## src/rtl/mux_2_rr_arbiter.sv

```systemverilog
// Two-requester round-robin arbiter feeding one registered valid/ready output channel.
// The data path is a single 2:1 mux steered by the grant, followed by a 1-entry output register.

module mux_2 #(
  parameter int unsigned N = 64
) (
  input  logic [N-1:0] i_d0,
  input  logic [N-1:0] i_d1,
  input  logic         i_s,
  output logic [N-1:0] o_y
);

  assign o_y = i_s ? i_d1 : i_d0;

endmodule

module mux_2_rr_arbiter #(
  parameter int unsigned N = 64
) (
  input  logic         i_clk,
  input  logic         i_rst_n,
  input  logic [N-1:0] i_data0,
  input  logic         i_valid0,
  output logic         o_ready0,
  input  logic [N-1:0] i_data1,
  input  logic         i_valid1,
  output logic         o_ready1,
  output logic [N-1:0] o_data,
  output logic         o_valid,
  input  logic         i_ready,
  output logic         o_sel
);

  logic         out_valid_q, out_valid_d;
  logic [N-1:0] out_data_q, out_data_d;
  logic         out_sel_q, out_sel_d;
  logic         prio_q, prio_d;

  logic         can_accept;
  logic         grant;
  logic         accept;
  logic [N-1:0] mux_data;

  // The register can take a new word when empty or when its current word leaves this cycle.
  assign can_accept = !out_valid_q || i_ready;

  always_comb begin
    grant = 1'b0;
    unique case ({i_valid1, i_valid0})
      2'b11:   grant = prio_q;
      2'b01:   grant = 1'b0;
      2'b10:   grant = 1'b1;
      default: grant = 1'b0;
    endcase
  end

  assign o_ready0 = i_rst_n && can_accept && i_valid0 && !grant;
  assign o_ready1 = i_rst_n && can_accept && i_valid1 && grant;
  assign accept   = o_ready0 || o_ready1;

  mux_2 #(
    .N (N)
  ) u_mux (
    .i_d0 (i_data0),
    .i_d1 (i_data1),
    .i_s  (grant),
    .o_y  (mux_data)
  );

  always_comb begin
    out_valid_d = out_valid_q;
    out_data_d  = out_data_q;
    out_sel_d   = out_sel_q;
    prio_d      = prio_q;
    if (accept) begin
      out_valid_d = 1'b1;
      out_data_d  = mux_data;
      out_sel_d   = grant;
      // Toggling on every accept, contended or not, gives strict alternation under load.
      prio_d      = ~grant;
    end else if (out_valid_q && i_ready) begin
      out_valid_d = 1'b0;
    end
  end

  always_ff @(posedge i_clk) begin
    if (!i_rst_n) begin
      out_valid_q <= 1'b0;
      out_data_q  <= '0;
      out_sel_q   <= 1'b0;
      prio_q      <= 1'b0;
    end else begin
      out_valid_q <= out_valid_d;
      out_data_q  <= out_data_d;
      out_sel_q   <= out_sel_d;
      prio_q      <= prio_d;
    end
  end

  assign o_valid = out_valid_q;
  assign o_data  = out_data_q;
  assign o_sel   = out_sel_q;

`ifndef SYNTHESIS
  a_one_ready: assert property (@(posedge i_clk) !(o_ready0 && o_ready1));
  a_stall_hold: assert property (@(posedge i_clk) disable iff (!i_rst_n)
    (out_valid_q && !i_ready) |=> (out_valid_q && $stable(out_data_q) && $stable(out_sel_q)));
`endif

endmodule

```

## config.mk

```make
export PLATFORM = sky130hd
export DESIGN_NAME = mux_2_rr_arbiter
export DESIGN_NICKNAME = d
export VERILOG_FILES = /design/src/rtl/mux_2_rr_arbiter.sv
export SDC_FILE = /design/constraint.sdc
export NUM_CORES = 1
export LEC_CHECK = 0
export CAP_MARGIN = 10
export CORE_UTILIZATION = 38
export CTS_CLUSTER_SIZE = 8
export DETAILED_ROUTE_END_ITERATION = 7
export PLACE_DENSITY = 0.86
export SLEW_MARGIN = 20
export SYNTH_ARGS = -nofsm -noshare
export SYNTH_HDL_FRONTEND = slang
export SYNTH_SLANG_ARGS = --single-unit
export TNS_END_PERCENT = 1
```

## constraint.sdc

```tcl
create_clock -name i_clk -period 2.5 [get_ports i_clk]
set_input_delay 0.375 -clock i_clk [delete_from_list [all_inputs] [get_ports i_clk]]
set_output_delay 0.375 -clock i_clk [all_outputs]
set_load 0.005 [all_outputs]
```

==> results.sh, run 1 <==
export IMPL_slowest_stage="clkdlybuf4s50_1"
export IMPL_cp_required_ns=2.12
export IMPL_finClkSkew_ns=0.01117
export IMPL_fmax_mhz=449.9
export IMPL_yosys_area_share_simple_pct=13.77
export IMPL_wl_um=10240
export IMPL_antenna_found_initial=0
export IMPL_synthMuxAreaShare_pct=0
export IMPL_fin_crit_sh_pct=88.92
export IMPL_met2WireLength_um=5063
export IMPL_drt_iter0_drc=147
export IMPL_finalSetupTns_ns=0
export IMPL_post_cts_buffers=0
export IMPL_die_height_um=89.76
export IMPL_wl_met3_um=768
export IMPL_ys_seq_area_share_pct=45.83
export IMPL_end_kind="output port"
export IMPL_slowest_delay_ns=0.52
export IMPL_crit_top_cell="clkdlybuf4s50_1"
export IMPL_max_clock_path_buffers=2
export IMPL_hp_class="in -> reg"
export IMPL_status="complete, no violations"
export IMPL_start_kind="input pin"
export IMPL_p_per_area_nw_per_um2=592.9
export IMPL_die_w_um=89.76
export IMPL_final_common_cell="clkdlybuf4s50_1"
export IMPL_grt_pass1_wl_um=16520
export IMPL_worst_pin_slew_ns=0.6756
export IMPL_placementRows=31
export IMPL_ys_warn_count=0
export IMPL_clk_latency_ns=0.33
export IMPL_p_leak_nw=1.916
export IMPL_crit_type="in -> out"
export IMPL_ant_nets=0
export IMPL_cts_buffers=9
export IMPL_overflow=0
export IMPL_grt_max_degree=72
export IMPL_layout_nets=630
export IMPL_dp_hpwl_um=7181
export IMPL_max_slew_margin_pct=54.96
export IMPL_ctsHoldBuffers=0
export IMPL_cts_sinks=67
export IMPL_top_layer_used="met4"
export IMPL_hold_violations=0
export IMPL_drc_errors=0
export IMPL_synth_fa_ha_area_share_pct=0
export IMPL_synthDistinctLibCells=21
export IMPL_cts_root_buf="clkbuf_8"
export IMPL_multi_input_area_um2=1381
export IMPL_hold_slack_ns=0.3424
export IMPL_area_growth_pct=78.37
export IMPL_synth_top_family_by_area="compound AO/OA/AOI/OAI gates"
export IMPL_slew_viol_final=0
export IMPL_start_util_pct=39.92
export IMPL_layout_common_cells="199 x clkdlybuf4s50_1, 67 x dfxtp_1, 58 x nand2_1"
export IMPL_synth_compound_area_share_pct=33.30
export IMPL_grt_use_total_pct=25.32
export IMPL_ios=201
export IMPL_core_um2=7331
export IMPL_place_congestion=0.7943
export IMPL_syn_area_um2=2927
export IMPL_cts_resized=0
export IMPL_ys_ff_latch=67
export IMPL_first_global_vias=3349
export IMPL_synth_area_per_cell_um2=9.261
export IMPL_setup_viol=0
export IMPL_crit_fanout=9
export IMPL_first_pass_iters=4
export IMPL_cts_tree="built"
export IMPL_drive_gt1_share_pct=6.773
export IMPL_synth_fp_nets=449
export IMPL_placed_cell_area_um2=4946
export IMPL_h_tree_depth=3
export IMPL_clkTransAtPathRegs_ns=0.07
export IMPL_met1Wirelength_um=4185
export IMPL_worstPathArrival_ns=1.85
export IMPL_portBuffers=200
export IMPL_fin_area_um2=5220
export IMPL_diodes=0
export IMPL_ir_drop_v=0.0003130
export IMPL_dieArea_um2=8056
export IMPL_avgRoutedWirePerCell_um=17.03
export IMPL_vias_per_cell=5.479
export IMPL_syn_inst=316
export IMPL_max_cap_viol_count=0
export IMPL_dr_total_vias=3293
export IMPL_worstPathCellList="clkdlybuf4s50_1 -> nand2b_2 -> and4_2 -> clkdlybuf4s50_1"
export IMPL_finalWorstSetupSlack_ns=0.2771
export IMPL_synth_xor_area_share_pct=0
export IMPL_rsz0062_at_grt="no"
export IMPL_fin_crit_ns=2.223
export IMPL_register_area_um2=1341
export IMPL_fillers=552
export IMPL_dp_slack_ns=0.2791
## metrics by stage
stage	cells	total power (W)	util, %
2_1_floorplan	316	0.001462	-
3_3_place_gp	585	0.001895	67.47
3_5_place_dp	585	0.001913	67.47
4_1_cts	601	0.003122	71.21
5_1_grt	601	0.003226	71.21
6_report	601	0.003095	71.21
## worst max-delay path: cells and delay by family
kind	cells	cell delay (ns)
and+or+nand+nor	2	0.51
buffers and inverters	2	0.97
## metal layers
metal | vias up | GRT usage (%)
li1 | 1566 | -
met1 | 1557 | 28.53
met2 | 151 | 44.68
met3 | 19 | 7.107
met4 | 0 | 10.52
met5 | - | 0
## synthesized netlist by cell type
master / number / share of area [%]
and2_0: 1 / 0.21
nand2b_1: 2 / 0.43
buf_2: 10 / 1.7
nor2_1: 1 / 0.13
buf_1: 3 / 0.38
a21bo_2: 1 / 0.34
or2_2: 1 / 0.21
nand3b_1: 1 / 0.26
a221o_1: 57 / 19
nand2_1: 58 / 7.4
buf_6: 5 / 1.9
and4_4: 1 / 0.38
a21oi_1: 57 / 9.7
and4_1: 1 / 0.30
and3_1: 1 / 0.21
o21a_1: 1 / 0.26
o2111a_1: 7 / 2.7
a21boi_0: 3 / 0.77
nand4b_1: 14 / 4.2
clkbuf_1: 24 / 3.1
dfxtp_1: 67 / 46
## power by group
part	leakage [nW]	switching (W)	internal (W)	total, W
clock network	0.133	0.000411	0.000792	0.00120
logic	1.23	0.000232	0.000445	0.000677
registers	0.555	0.0000497	0.00116	0.00121
total	1.92	0.000693	0.00240	0.00309
## registers in the layout (all words and copies together), names as in the netlist
name and cells:
o_valid 1, prio_q 1, o_sel 1, o_data 64
## cells by family (layout without fill, tap and decap cells)
| group | Yosys count | after routing |
|---|---|---|
| compound gates | 126 | 126 |
| buf+inv | 42 | 228 |
| flops | 67 | 67 |
| simple gates | 81 | 81 |
## cell type report
type                            count  share of cell area, %
Clock inverter                      6                  2.613
Clock buffer                       10                  2.637
Multi-Input combinational cell    207                  26.46
Timing Repair Buffer              212                  40.22
Tap cell                           99                  2.373
Sequential cell                    67                  25.70
## worst paths after layout
check / startpoint / depth (start not counted) / endpoint / slack, ns
hold reg to reg: o_data[50]$_SDFFE_PN0P_ / 1 / o_data[50]$_SDFFE_PN0P_ / 0.54
setup reg to reg: o_valid$_SDFFE_PN0P_ / 4 / o_data[47]$_SDFFE_PN0P_ / 0.95
hold / removal: i_rst_n / 2 / o_data[50]$_SDFFE_PN0P_ / 0.34
setup / recovery: i_ready / 4 / o_ready0 / 0.28
Power figures use the tool's default switching activity.
==> inputs of run 2 (changes only) <==
--- a/config.mk
+++ b/config.mk
@@ -10,6 +10,7 @@
 export CTS_CLUSTER_SIZE = 8
 export DETAILED_ROUTE_END_ITERATION = 7
 export PLACE_DENSITY = 0.86
+export RECOVER_POWER = 100
 export SLEW_MARGIN = 20
 export SYNTH_ARGS = -nofsm -noshare
 export SYNTH_HDL_FRONTEND = slang
==> run 2 against run 1 <==
Via count decreased by 0.55%. Total power decreased by 1.2%. Flip-flop and latch count unchanged. Highest routed layer unchanged. Clock power about the same. Register-to-register slack got worse by 0.25 ns. Wire length decreased by 0.46%. Maximum frequency decreased by 3.1%. Sequential power about the same. Sequential share of layout area about the same. Largest cell class unchanged. Non-clock buffer count unchanged. Final area decreased by 0.14%. Count of clock-buffer cells in the layout unchanged.
==> results.sh, run 2 (same netlist as run 1, synthesis figures left out) <==
export IMPL_post_route_util_pct=71.10
export IMPL_ios=201
export IMPL_cts_root_buf="clkbuf_8"
export IMPL_start_util_pct=39.92
export IMPL_drc_errors=0
export IMPL_drive_gt1_share_pct=6.574
export IMPL_finalSetupTns_ns=0
export IMPL_overflow=0
export IMPL_p_per_area_nw_per_um2=586.6
export IMPL_layout_common_cells="132 x clkdlybuf4s50_1, 67 x dlygate4sd3_1, 67 x dfxtp_1"
export IMPL_status="complete, no violations"
export IMPL_max_slew_margin_pct=54.77
export IMPL_post_cts_buffers=0
export IMPL_core_um2=7331
export IMPL_drt_iter0_drc=136
export IMPL_finClkSkew_ns=0.01084
export IMPL_ant_nets=0
export IMPL_grt_pass1_wl_um=16520
export IMPL_dieArea_um2=8056
export IMPL_diodes=0
export IMPL_ctsHoldBuffers=0
export IMPL_fin_area_um2=5213
export IMPL_hp_class="in -> reg"
export IMPL_placed_cell_area_um2=4946
export IMPL_rsz0062_at_grt="no"
export IMPL_p_leak_nw=2.069
export IMPL_cp_required_ns=2.12
export IMPL_wl_um=10190
export IMPL_startpoint="i_ready"
export IMPL_max_clock_path_buffers=2
export IMPL_ir_drop_v=0.0003134
export IMPL_largest_reg_flops=64
export IMPL_first_global_vias=3349
export IMPL_layout_nets=630
export IMPL_worst_pin_slew_ns=0.6785
export IMPL_vias_per_cell=5.449
export IMPL_max_cap_viol_count=0
export IMPL_fmax_mhz=435.8
export IMPL_slew_viol_final=0
export IMPL_cts_tree="built"
export IMPL_r2r_start="o_valid$_SDFFE_PN0P_"
export IMPL_antenna_found_initial=0
export IMPL_clkTransAtPathRegs_ns=0.07
export IMPL_finalPower_w=0.003058
export IMPL_first_pass_iters=4
export IMPL_crit_fanout=9
export IMPL_cts_resized=0
export IMPL_end_kind="output port"
export IMPL_hp_start="i_rst_n"
export IMPL_die_w_um=89.76
export IMPL_dp_hpwl_um=7181
export IMPL_placementRows=31
export IMPL_finalNonFillerCells=601
export IMPL_dr_total_vias=3275
export IMPL_h_tree_depth=3
export IMPL_die_height_um=89.76
export IMPL_hold_violations=0
export IMPL_cts_buffers=9
export IMPL_final_common_cell="clkdlybuf4s50_1"
export IMPL_cts_sinks=67
export IMPL_place_congestion=0.7943
export IMPL_fin_crit_sh_pct=91.79
export IMPL_grt_max_degree=72
export IMPL_crit_type="in -> out"
export IMPL_area_growth_pct=78.11
export IMPL_clk_latency_ns=0.33
export IMPL_portBuffers=200
export IMPL_worstPathArrival_ns=1.92
export IMPL_start_kind="input pin"
export IMPL_fin_crit_ns=2.295
export IMPL_placed_cells=585
export IMPL_setup_viol=0
export IMPL_avgRoutedWirePerCell_um=16.96
export IMPL_grt_use_total_pct=25.32
-- run 2: cell count changes in the layout (fill, tap and decap cells not counted) --
cell,previous run,this run
buf_4,11,9
and4_1,0,1
clkbuf_2,0,2
and4_4,1,0
dlygate4sd3_1,0,67
clkdlybuf4s50_1,199,132
-- run 2: critical path: stages --
cell	delay, ns
dlygate4sd3_1	0.52
nand2b_2	0.22
and4_1	0.28
clkdlybuf4s50_1	0.52
-- run 2: power breakdown --
part / total (W) / switching (W) / internal (W) / leakage [nW]
logic: 0.000640 / 0.000231 / 0.000409 / 1.38
clock network: 0.00121 / 0.000416 / 0.000793 / 0.133
registers: 0.00121 / 0.0000455 / 0.00116 / 0.555
-- run 2: layer usage --
layer	vias up	GRT usage [%]	wire, µm
met3	19	7.107	764
li1	1570	-	-
met5	-	0	0
met1	1536	28.53	4115
met4	0	10.52	222
met2	150	44.68	5088
-- run 2: cell type report --
class | count | area (µm²)
fill | 554 | 2118
timing repair buffer | 212 | 2095
multi-input combinational | 207 | 1379
sequential | 67 | 1341
clock buffer | 10 | 137.6
clock inverter | 6 | 136.4
tap | 99 | 123.9
-- run 2: path summary, 6_finish.rpt --
path / endpoint / slack, ns / depth (start not counted)
setup reg to reg: o_data[18]$_SDFFE_PN0P_ / 0.70 / 4
setup / recovery: o_ready1 / 0.21 / 4
hold / removal: o_data[50]$_SDFFE_PN0P_ / 0.34 / 2
hold reg to reg: o_data[50]$_SDFFE_PN0P_ / 0.54 / 1
-- run 2: stage by stage --
step | hold slack [ns] | worst slack [ns]
2_1_floorplan | 0.5130 | 0.8662
3_3_place_gp | 0.5193 | 0.3023
3_5_place_dp | 0.5276 | 0.2791
4_1_cts | 0.3235 | 0.2795
5_1_grt | 0.3380 | 0.1521
6_report | 0.3371 | 0.2054
==> inputs of run 3 (changes only) <==
--- a/config.mk
+++ b/config.mk
@@ -5,6 +5,7 @@
 export SDC_FILE = /design/constraint.sdc
 export NUM_CORES = 1
 export LEC_CHECK = 0
+export ABC_CLOCK_PERIOD_IN_PS = 2500
 export CAP_MARGIN = 10
 export CORE_UTILIZATION = 38
 export CTS_CLUSTER_SIZE = 8
==> results of run 3 <==
Final layout, timing and power as in run 2 (identical DEF).
